`src/rtl/audio_clk_mux_pkg.sv`:
```
// -----------------------------------------------------------------------------
// audio_clk_mux_pkg
// Shared definitions for the audio master-clock source switch controller:
//   - default phase lengths (mute hold, settle, ack timeout) in clkb_clkin cycles
//   - the switch sequencer state encoding
//   - cnt_width(): width of the shared phase counter, sized so the largest
//     phase length minus one always fits, with one bit of headroom
// No ports (package).
// -----------------------------------------------------------------------------
package audio_clk_mux_pkg;

   localparam int DEF_MUTE_CYCLES    = 64;
   localparam int DEF_SETTLE_CYCLES  = 256;
   localparam int DEF_TIMEOUT_CYCLES = 4096;

   // Sequencer states. Encoding is fixed so the state can be probed on a
   // debug bus and decoded by hand.
   typedef enum logic [2:0] {
      ST_IDLE      = 3'd0,
      ST_MUTE_WAIT = 3'd1,
      ST_DISABLE   = 3'd2,
      ST_ENABLE    = 3'd3,
      ST_SETTLE    = 3'd4,
      ST_FAULT     = 3'd5
   } sw_state_t;

   // Counter width: $clog2 of the largest phase length, plus one bit.
   function automatic int cnt_width(input int a, input int b, input int c);
      int m;
      m = a;
      if (b > m) m = b;
      if (c > m) m = c;
      return $clog2(m) + 1;
   endfunction

endpackage

```
`src/rtl/audio_clk_sw_timer.sv`:
```
// -----------------------------------------------------------------------------
// audio_clk_sw_timer
// Loadable down-counter with a zero flag. One instance times every phase of the
// clock switch sequence (mute hold, ack timeouts, settle).
// Ports:
//   clk       in  counter clock (rising edge)
//   rst_n     in  asynchronous active-low reset, loads RESET_VAL
//   load      in  load load_val this edge (has priority over dec)
//   load_val  in  value to load
//   dec       in  decrement this edge; holds at zero, never wraps
//   zero      out count == 0
// -----------------------------------------------------------------------------
module audio_clk_sw_timer
   import audio_clk_mux_pkg::*;
#(
   parameter int               WIDTH     = cnt_width(DEF_MUTE_CYCLES,
                                                     DEF_SETTLE_CYCLES,
                                                     DEF_TIMEOUT_CYCLES),
   parameter logic [WIDTH-1:0] RESET_VAL = '0
) (
   input  logic             clk,
   input  logic             rst_n,
   input  logic             load,
   input  logic [WIDTH-1:0] load_val,
   input  logic             dec,
   output logic             zero
);

   logic [WIDTH-1:0] count;

   // Load wins over decrement; a decrement at zero is ignored so the zero
   // flag stays asserted until the next load.
   always_ff @(posedge clk or negedge rst_n) begin
      if (!rst_n) begin
         count <= RESET_VAL;
      end else if (load) begin
         count <= load_val;
      end else if (dec && !zero) begin
         count <= count - WIDTH'(1);
      end
   end

   assign zero = (count == '0);

endmodule

```
`src/rtl/audio_clk_switch_ctrl.sv`:
```
// -----------------------------------------------------------------------------
// audio_clk_switch_ctrl
// Glitch-safe sequencer for switching the audio master clock between two
// sources (clk1 = 48k family, clk2 = 44.1k family). A change is performed as:
// mute the datapath, hold mute, gate off the old source, wait for its running
// ack to drop, gate on the new source, wait for its ack, let it settle, unmute.
// The two source enables are never high together. A missing ack edge within
// TIMEOUT_CYCLES parks the block in a fault state with both sources gated off
// and a sticky err flag; a new request from there restarts directly at the
// enable phase of the requested source.
//
// Coming out of reset the block brings up clk1 (enable phase, target 0), so
// the first unmute happens SETTLE_CYCLES after ack1 is seen.
//
// The ack inputs must already be synchronized to clkb_clkin.
// All phase lengths must be >= 1; a value of 1 gives a single-cycle phase.
//
// Ports:
//   clkb_clkin  in   sole clock, rising edge
//   reset_n     in   asynchronous active-low reset
//   req_valid   in   source change request valid
//   req_sel     in   requested source (0 = clk1, 1 = clk2)
//   req_ready   out  request accepted on an edge with req_valid & req_ready
//   ack1_sync   in   clk1 running ack (synchronized)
//   ack2_sync   in   clk2 running ack (synchronized)
//   clk1_en     out  enable to clk1 source gate
//   clk2_en     out  enable to clk2 source gate
//   mute        out  audio mute to datapath
//   cur_sel     out  active source, meaningful while busy = 0
//   busy        out  switch sequence in progress
//   err         out  sticky ack-timeout flag
// -----------------------------------------------------------------------------
module audio_clk_switch_ctrl
   import audio_clk_mux_pkg::*;
#(
   parameter int MUTE_CYCLES    = DEF_MUTE_CYCLES,
   parameter int SETTLE_CYCLES  = DEF_SETTLE_CYCLES,
   parameter int TIMEOUT_CYCLES = DEF_TIMEOUT_CYCLES
) (
   input  logic clkb_clkin,
   input  logic reset_n,
   input  logic req_valid,
   input  logic req_sel,
   output logic req_ready,
   input  logic ack1_sync,
   input  logic ack2_sync,
   output logic clk1_en,
   output logic clk2_en,
   output logic mute,
   output logic cur_sel,
   output logic busy,
   output logic err
);

   localparam int CNT_W = cnt_width(MUTE_CYCLES, SETTLE_CYCLES, TIMEOUT_CYCLES);

   localparam logic [CNT_W-1:0] MUTE_LOAD    = CNT_W'(MUTE_CYCLES - 1);
   localparam logic [CNT_W-1:0] SETTLE_LOAD  = CNT_W'(SETTLE_CYCLES - 1);
   localparam logic [CNT_W-1:0] TIMEOUT_LOAD = CNT_W'(TIMEOUT_CYCLES - 1);

   sw_state_t  state;
   sw_state_t  state_nxt;
   logic       target;
   logic       target_nxt;
   logic       clk1_en_nxt;
   logic       clk2_en_nxt;
   logic       mute_nxt;
   logic       cur_sel_nxt;
   logic       err_nxt;
   logic       go_fault;

   logic             tmr_load;
   logic [CNT_W-1:0] tmr_val;
   logic             tmr_dec;
   logic             tmr_zero;

   logic accept;
   logic old_ack;
   logic tgt_ack;

   // Requests are only taken in IDLE and FAULT; anything presented while a
   // sequence runs is simply not acknowledged and therefore not queued.
   assign req_ready = (state == ST_IDLE) || (state == ST_FAULT);
   assign busy      = !req_ready;
   assign accept    = req_valid && req_ready;

   // cur_sel still names the outgoing source until the new one acks, so it
   // selects the "old" ack during DISABLE.
   assign old_ack = cur_sel ? ack2_sync : ack1_sync;
   assign tgt_ack = target  ? ack2_sync : ack1_sync;

   audio_clk_sw_timer #(
      .WIDTH     (CNT_W),
      .RESET_VAL (TIMEOUT_LOAD)
   ) u_timer (
      .clk      (clkb_clkin),
      .rst_n    (reset_n),
      .load     (tmr_load),
      .load_val (tmr_val),
      .dec      (tmr_dec),
      .zero     (tmr_zero)
   );

   // Next-state and next-output logic. Ack conditions are tested before the
   // timeout so an ack that is already in the wanted level advances on the
   // first cycle in the state, and an ack arriving on the very last timeout
   // cycle still counts as success. Every phase exit reloads the timer for
   // the following phase.
   always_comb begin
      state_nxt   = state;
      target_nxt  = target;
      clk1_en_nxt = clk1_en;
      clk2_en_nxt = clk2_en;
      mute_nxt    = mute;
      cur_sel_nxt = cur_sel;
      err_nxt     = err;
      go_fault    = 1'b0;
      tmr_load    = 1'b0;
      tmr_val     = '0;
      tmr_dec     = 1'b0;

      case (state)
         ST_IDLE: begin
            if (accept && (req_sel != cur_sel)) begin
               target_nxt = req_sel;
               mute_nxt   = 1'b1;
               tmr_load   = 1'b1;
               tmr_val    = MUTE_LOAD;
               state_nxt  = ST_MUTE_WAIT;
            end
         end

         ST_MUTE_WAIT: begin
            if (tmr_zero) begin
               if (cur_sel) clk2_en_nxt = 1'b0;
               else         clk1_en_nxt = 1'b0;
               tmr_load  = 1'b1;
               tmr_val   = TIMEOUT_LOAD;
               state_nxt = ST_DISABLE;
            end else begin
               tmr_dec = 1'b1;
            end
         end

         ST_DISABLE: begin
            if (!old_ack) begin
               // Old enable is already low here, so driving both from the
               // target only ever raises the new one.
               clk1_en_nxt = !target;
               clk2_en_nxt = target;
               tmr_load    = 1'b1;
               tmr_val     = TIMEOUT_LOAD;
               state_nxt   = ST_ENABLE;
            end else if (tmr_zero) begin
               go_fault = 1'b1;
            end else begin
               tmr_dec = 1'b1;
            end
         end

         ST_ENABLE: begin
            if (tgt_ack) begin
               cur_sel_nxt = target;
               err_nxt     = 1'b0;
               tmr_load    = 1'b1;
               tmr_val     = SETTLE_LOAD;
               state_nxt   = ST_SETTLE;
            end else if (tmr_zero) begin
               go_fault = 1'b1;
            end else begin
               tmr_dec = 1'b1;
            end
         end

         ST_SETTLE: begin
            if (tmr_zero) begin
               mute_nxt  = 1'b0;
               state_nxt = ST_IDLE;
            end else begin
               tmr_dec = 1'b1;
            end
         end

         ST_FAULT: begin
            // Both enables are low in FAULT, so the requested source can be
            // raised immediately; the old source needs no disable phase.
            if (accept) begin
               target_nxt  = req_sel;
               clk1_en_nxt = !req_sel;
               clk2_en_nxt = req_sel;
               tmr_load    = 1'b1;
               tmr_val     = TIMEOUT_LOAD;
               state_nxt   = ST_ENABLE;
            end
         end

         default: begin
            go_fault = 1'b1;
         end
      endcase

      if (go_fault) begin
         clk1_en_nxt = 1'b0;
         clk2_en_nxt = 1'b0;
         mute_nxt    = 1'b1;
         err_nxt     = 1'b1;
         state_nxt   = ST_FAULT;
      end
   end

   // State and output registers. Reset abandons any sequence at once and
   // starts a clk1 bring-up: clk1 gated on, muted, waiting for ack1.
   always_ff @(posedge clkb_clkin or negedge reset_n) begin
      if (!reset_n) begin
         state   <= ST_ENABLE;
         target  <= 1'b0;
         clk1_en <= 1'b1;
         clk2_en <= 1'b0;
         mute    <= 1'b1;
         cur_sel <= 1'b0;
         err     <= 1'b0;
      end else begin
         state   <= state_nxt;
         target  <= target_nxt;
         clk1_en <= clk1_en_nxt;
         clk2_en <= clk2_en_nxt;
         mute    <= mute_nxt;
         cur_sel <= cur_sel_nxt;
         err     <= err_nxt;
      end
   end

endmodule

```
`config.mk`:
```
export PLATFORM = sky130hd
export DESIGN_NAME = audio_clk_switch_ctrl
export DESIGN_NICKNAME = d
export VERILOG_FILES = /design/src/rtl/audio_clk_mux_pkg.sv /design/src/rtl/audio_clk_sw_timer.sv /design/src/rtl/audio_clk_switch_ctrl.sv
export SDC_FILE = /design/constraint.sdc
export NUM_CORES = 1
export LEC_CHECK = 0
export ABC_AREA = 1
export CAP_MARGIN = 10
export CORE_UTILIZATION = 25
export CTS_BUF_LIST = sky130_fd_sc_hd__clkbuf_4 sky130_fd_sc_hd__clkbuf_8 sky130_fd_sc_hd__clkbuf_16
export DETAILED_ROUTE_END_ITERATION = 16
export DONT_BUFFER_PORTS = 1
export GPL_ROUTABILITY_DRIVEN = 0
export GPL_TIMING_DRIVEN = 0
export MAX_ROUTING_LAYER = met4
export PLACE_DENSITY_LB_ADDON = 0.12
export SLEW_MARGIN = 10
export SYNTH_ARGS = -nofsm -noshare
export SYNTH_HDL_FRONTEND = slang
export SYNTH_SLANG_ARGS = --single-unit
export TNS_END_PERCENT = 50
```
`constraint.sdc`:
```
create_clock -name clkb_clkin -period 2.68 [get_ports clkb_clkin]
set_input_delay 0.536 -clock clkb_clkin [delete_from_list [all_inputs] [get_ports clkb_clkin]]
set_output_delay 0.536 -clock clkb_clkin [all_outputs]
set_load 0.02 [all_outputs]
```
Word level (Yosys, flattened, before mapping). Index checks and enable logic that the tools add are counted.

Add/sub/neg operators: 1. Eq/ne operators: 16. Reduce and logical (&&, ||, !) cells: 26. Muxes and demuxes: 52.

Operator list (count): $pmux W12 S5 (1); $mux W12 (3); $mux W1 (29); $mux W13 (2); $mux W3 (7); $pmux W3 S6 (1); $ne A3 B3 Y1 const B (5); $logic_not A13 Y1 (1); $sub A13 B1 Y13 const B (1); $pmux W1 S3 (4); $reduce_and A5 Y1 (2); $ne A3 B2 Y1 const B (3); $mux W8 (1); $reduce_bool A2 Y1 (4); $reduce_and A7 Y1 (1); $reduce_bool A7 Y1 (1); $eq A3 B2 Y1 const B (2); $eq A3 B3 Y1 const B (2); $mux W6 (1); $reduce_and A3 Y1 (2); $pmux W1 S5 (1); $logic_not A1 Y1 (4); $pmux W1 S2 (2); $reduce_and A2 Y1 (2); 11 further kinds (13).

Word-level logic and storage cells: 103. Input bits: 6. Register bits after elaboration: 22.

Longest topological paths before layout.
Word-level depth: 7. Mapped depth: 13.

Cells and area by module. A second synthesis with hierarchy kept.

Cells, all modules: 262. Area total of the unflattened synthesis: 1815.5 µm².

By module, submodules not included: audio_clk_sw_timer (area an instance 1049.8 µm², cells each 150, times used 1, sequential area each 340.3 µm²); audio_clk_switch_ctrl (area an instance 765.7 µm², cells each 112, times used 1, sequential area each 230.2 µm²).

Least setup slack after synthesis. No wires, ideal clock.

Kind: reg2out. From: register state[0]. To: output req_ready. Slack: 0.830 ns. Arrival: 1.314 ns. Cell stages (with the launch flop): 6. Cells stage by stage: dfstp_2 inv_2 nand2_1 nor2_1 nor2_1 inv_1.

Word-level cells in the longest chain between the ends: 2.

RTL lines: from (decl) (line audio_clk_switch_ctrl.sv:61) `sw_state_t state;`; from (signal assigned) (line audio_clk_switch_ctrl.sv:223) `state <= state_nxt;`; $eq A3 B3 Y1 or $logic_not A3 Y1 (tied branches) (line audio_clk_switch_ctrl.sv:83) `assign req_ready = (state == ST_IDLE) || (state == ST_FAULT);`; $logic_or A1 B1 Y1 * (line audio_clk_switch_ctrl.sv:83); to (decl) (line audio_clk_switch_ctrl.sv:44) `output logic req_ready,`.

Mark *: on every way between the ends. The rest lies on a longest branch, timed or not.

Worst setup path in the final report. Same ends and word-level chain as after synthesis.

==> impl_metrics.tcl <==
set metrics [dict create \
    setup_slack_ns 0.3643 \
    synth.cell_area_um2 1584 \
    synth_compound_area_share_pct 10.27 \
    syn2layout_area_growth_pct 9.637 \
    cts.root.buffer_cell "clkbuf_8" \
    mostFrequentLayoutCell "nand2_1" \
    path_clk_slew_ns 0.09 \
    max_freq_ghz 0.4318 \
    path_cells "inv_2 -> nand2_1 -> nor2_1 -> nor2_1 -> inv_1" \
    p_leak_nw 0.8356 \
    multi_input_area_um2 874.6 \
    die_w_um 81.60 \
    synthSimpleGateAreaFrac_pct 42.50 \
    critPathMostFrequentCell "nor2_1" \
    synthesis.nets 236 \
    endpoint_kind "primary output" \
    cts.sinks 22 \
    holdBufCountCts 1 \
    firstDrtPassIters 4 \
    synth.distinct_cells 31 \
    path_delay_family "flip-flops" \
    slew_viol_final 0 \
    hold_viol_final 0 \
    yosys-top-cells-area "dfstp_2, nand2_1, dfrtp_1" \
    track_usage_pct 14.34 \
    synth_top_family_by_area "simple AND/OR/NAND/NOR gates" \
    ys_seq_elements 22 \
    placedCellCount 304 \
    ys_warn_count 0 \
    path_max_fanout 6 \
    crit_path_top_delay_cell "dfstp_2" \
    synth_top_area_cell "dfstp_2" \
    die_h_um 81.60 \
    finalCritPeriodShare_pct 86.41 \
    hp-class "primary input to async pin" \
    mostFrequentLayoutCells "nand2_1, inv_1, nand3_1, nor2_1, dfstp_2" \
    cts.htree.levels 1 \
    layout.nets 242 \
    cellPowerDensity_nw_per_um2 1209 \
    yosys-mux-area-fraction_pct 0 \
    drive_gt1_share_pct 21.37 \
    rsz0062_at_grt "no" \
    maxCapViolCount 0 \
    setup_viol 0 \
    register_area_um2 570.5 \
    synth_adder_area_share_pct 0.7899 \
    gr-total-overflow 0 \
    worstPathRequired_ns 2.14 \
    num_antenna_cells 0 \
    fin_cells 309 \
    vias_per_cell 4.505 \
    clk-insertion-delay-late_ns 0.27 \
    vias 1392 \
    cts-buffers-inserted 3 \
    grt_first_pass_wirelength_mm 6.906 \
    io_buffers 0 \
    irDropWorstVdd_mv 0.2311 \
    yosysSeqAreaShare_pct 36.02 \
    hold_ws_ns 0.09498 \
    worst_clock_skew_ns 0.01013 \
    ant_nets 0 \
    synth.avg_cell_area_um2 6.917 \
    synthDominantCellAreaShare_pct 26.54 \
    fillers 678 \
    core_um2 6026 \
    cts_tree "built" \
    wl_mm 3.974 \
    start_util_pct 26.29 \
    synth-xor-area-share_pct 1.659 \
    grt_max_degree 18 \
    die_area_um2 6659 \
    crit_arrival_ns 1.78 \
    postCtsSetupBuffers 0 \
    drt-initial-drc-count 80 \
    antenna_found_initial 0 \
    cts_resized 0 \
    grt_pass1_vias 1379 \
    synthesis.instances 229 \
    tns_ns 0 \
    worst-path-buf-inv 2 \
    drc 0 \
    outcome "completed" \
    wl_per_cell_um 12.86 \
    critPathLaunchType "flop" \
    num_rows 28 \
    place_hpwl_mm 2.994 \
    worstMarginPinSlew_ns 0.4585 \
    path_class "flop to primary output" \
    preCtsSetupSlack_ns 0.6798 \
    fin_crit_ns 2.316 \
    slew_headroom_pct 69.32 \
    max_stage_delay_ns 0.61 \
    clock_path_buffers 2 \
    ioPinCount 13 \
]
==> worst paths after layout <==
path	startpoint	to	cells past startpoint	slack, ns
max in group asynchronous	reset_n	u_timer.count[12]	1	1.78
max	state[0]	req_ready	5	0.36
min	reset_n	clk1_en	0	0.09
min reg2reg	u_timer.count[10]	u_timer.count[10]	2	0.50
max reg2reg	u_timer.count[0]	u_timer.count[6]	10	0.78
min in group clkb_clkin	u_timer.count[10]	u_timer.count[10]	2	0.50
==> stage by stage <==
step	area (µm²)	total power [mW]	util [%]
CTS	1737	2.141	28.82
global placement	1678	1.878	27.84
global route	1737	2.327	28.82
floorplan	1584	1.624	-
finish	1737	2.099	28.82
detailed placement	1678	1.883	27.84
==> per-layer routing <==
layer	global-route usage [%]	wire (µm)	up-vias	share of wire (%)
li1	-	-	736	-
met1	20.51	2152	643	54
met2	20.67	1701	11	43
met3	2.111	86	2	2.2
met4	4.211	33	0	0.83
met5	-	0	-	0
==> kinds of logic after synthesis <==
| group | count (synthesis) |
|---|---|
| AND/OR/NAND/NOR | 139 |
| flip-flops | 22 |
| adder cells (fa/ha/maj) | 1 |
| buffers and inverters | 35 |
| AO/OA/AOI/OAI | 29 |
| XOR/XNOR | 3 |
==> synthesized netlist by cell type <==
cell type,number
nand2_1,70
inv_1,28
nand3_1,21
nor2_1,21
dfstp_2,16
o21ai_0,10
nor2_2,9
a21oi_1,6
dfrtp_1,6
nand2_2,6
o21ai_1,6
inv_2,4
nor2_4,3
xor2_1,3
nand3b_1,2
nand4_1,2
o21ai_2,2
a211oi_1,1
a21o_1,1
a22oi_1,1
a31oi_1,1
and2_1,1
clkinv_1,1
clkinv_4,1
ha_1,1
inv_4,1
nand2_4,1
nand2_8,1
nand4_2,1
nand4_4,1
o22ai_1,1
==> sequential cells by signal (all words and copies together) (netlist names) <==
register	cells
mute	1
err	1
target	1
cur_sel	1
clk2_en	1
state	3
clk1_en	1
u_timer.count	13
==> worst register-to-register path: stages (launching register included) <==
cell	delay [ns]
dfstp_2	0.52
inv_1	0.07
ha_1	0.27
nand2_1	0.16
nor2_2	0.07
nand3_1	0.15
nand4_4	0.22
clkinv_4	0.15
nand2_8	0.08
nand2_1	0.08
o21ai_2	0.06
==> layout make-up <==
| type | count | share of cell area [%] |
|---|---|---|
| Multi-Input combinational cell | 172 | 50.36 |
| Inverter | 35 | 7.997 |
| Timing Repair Buffer | 1 | 0.5764 |
| Tap cell | 75 | 5.403 |
| Clock buffer | 4 | 2.810 |
| Sequential cell | 22 | 32.85 |
==> power by group <==
part / switching, mW / leakage (nW) / total, mW / internal [mW]
sequential: 0.173 / 0.246 / 0.710 / 0.537
combinational: 0.781 / 0.563 / 1.15 / 0.373
clock: 0.118 / 0.0262 / 0.235 / 0.116
total: 1.07 / 0.836 / 2.10 / 1.03
No activity file was read; power rests on OpenSTA's default activity.
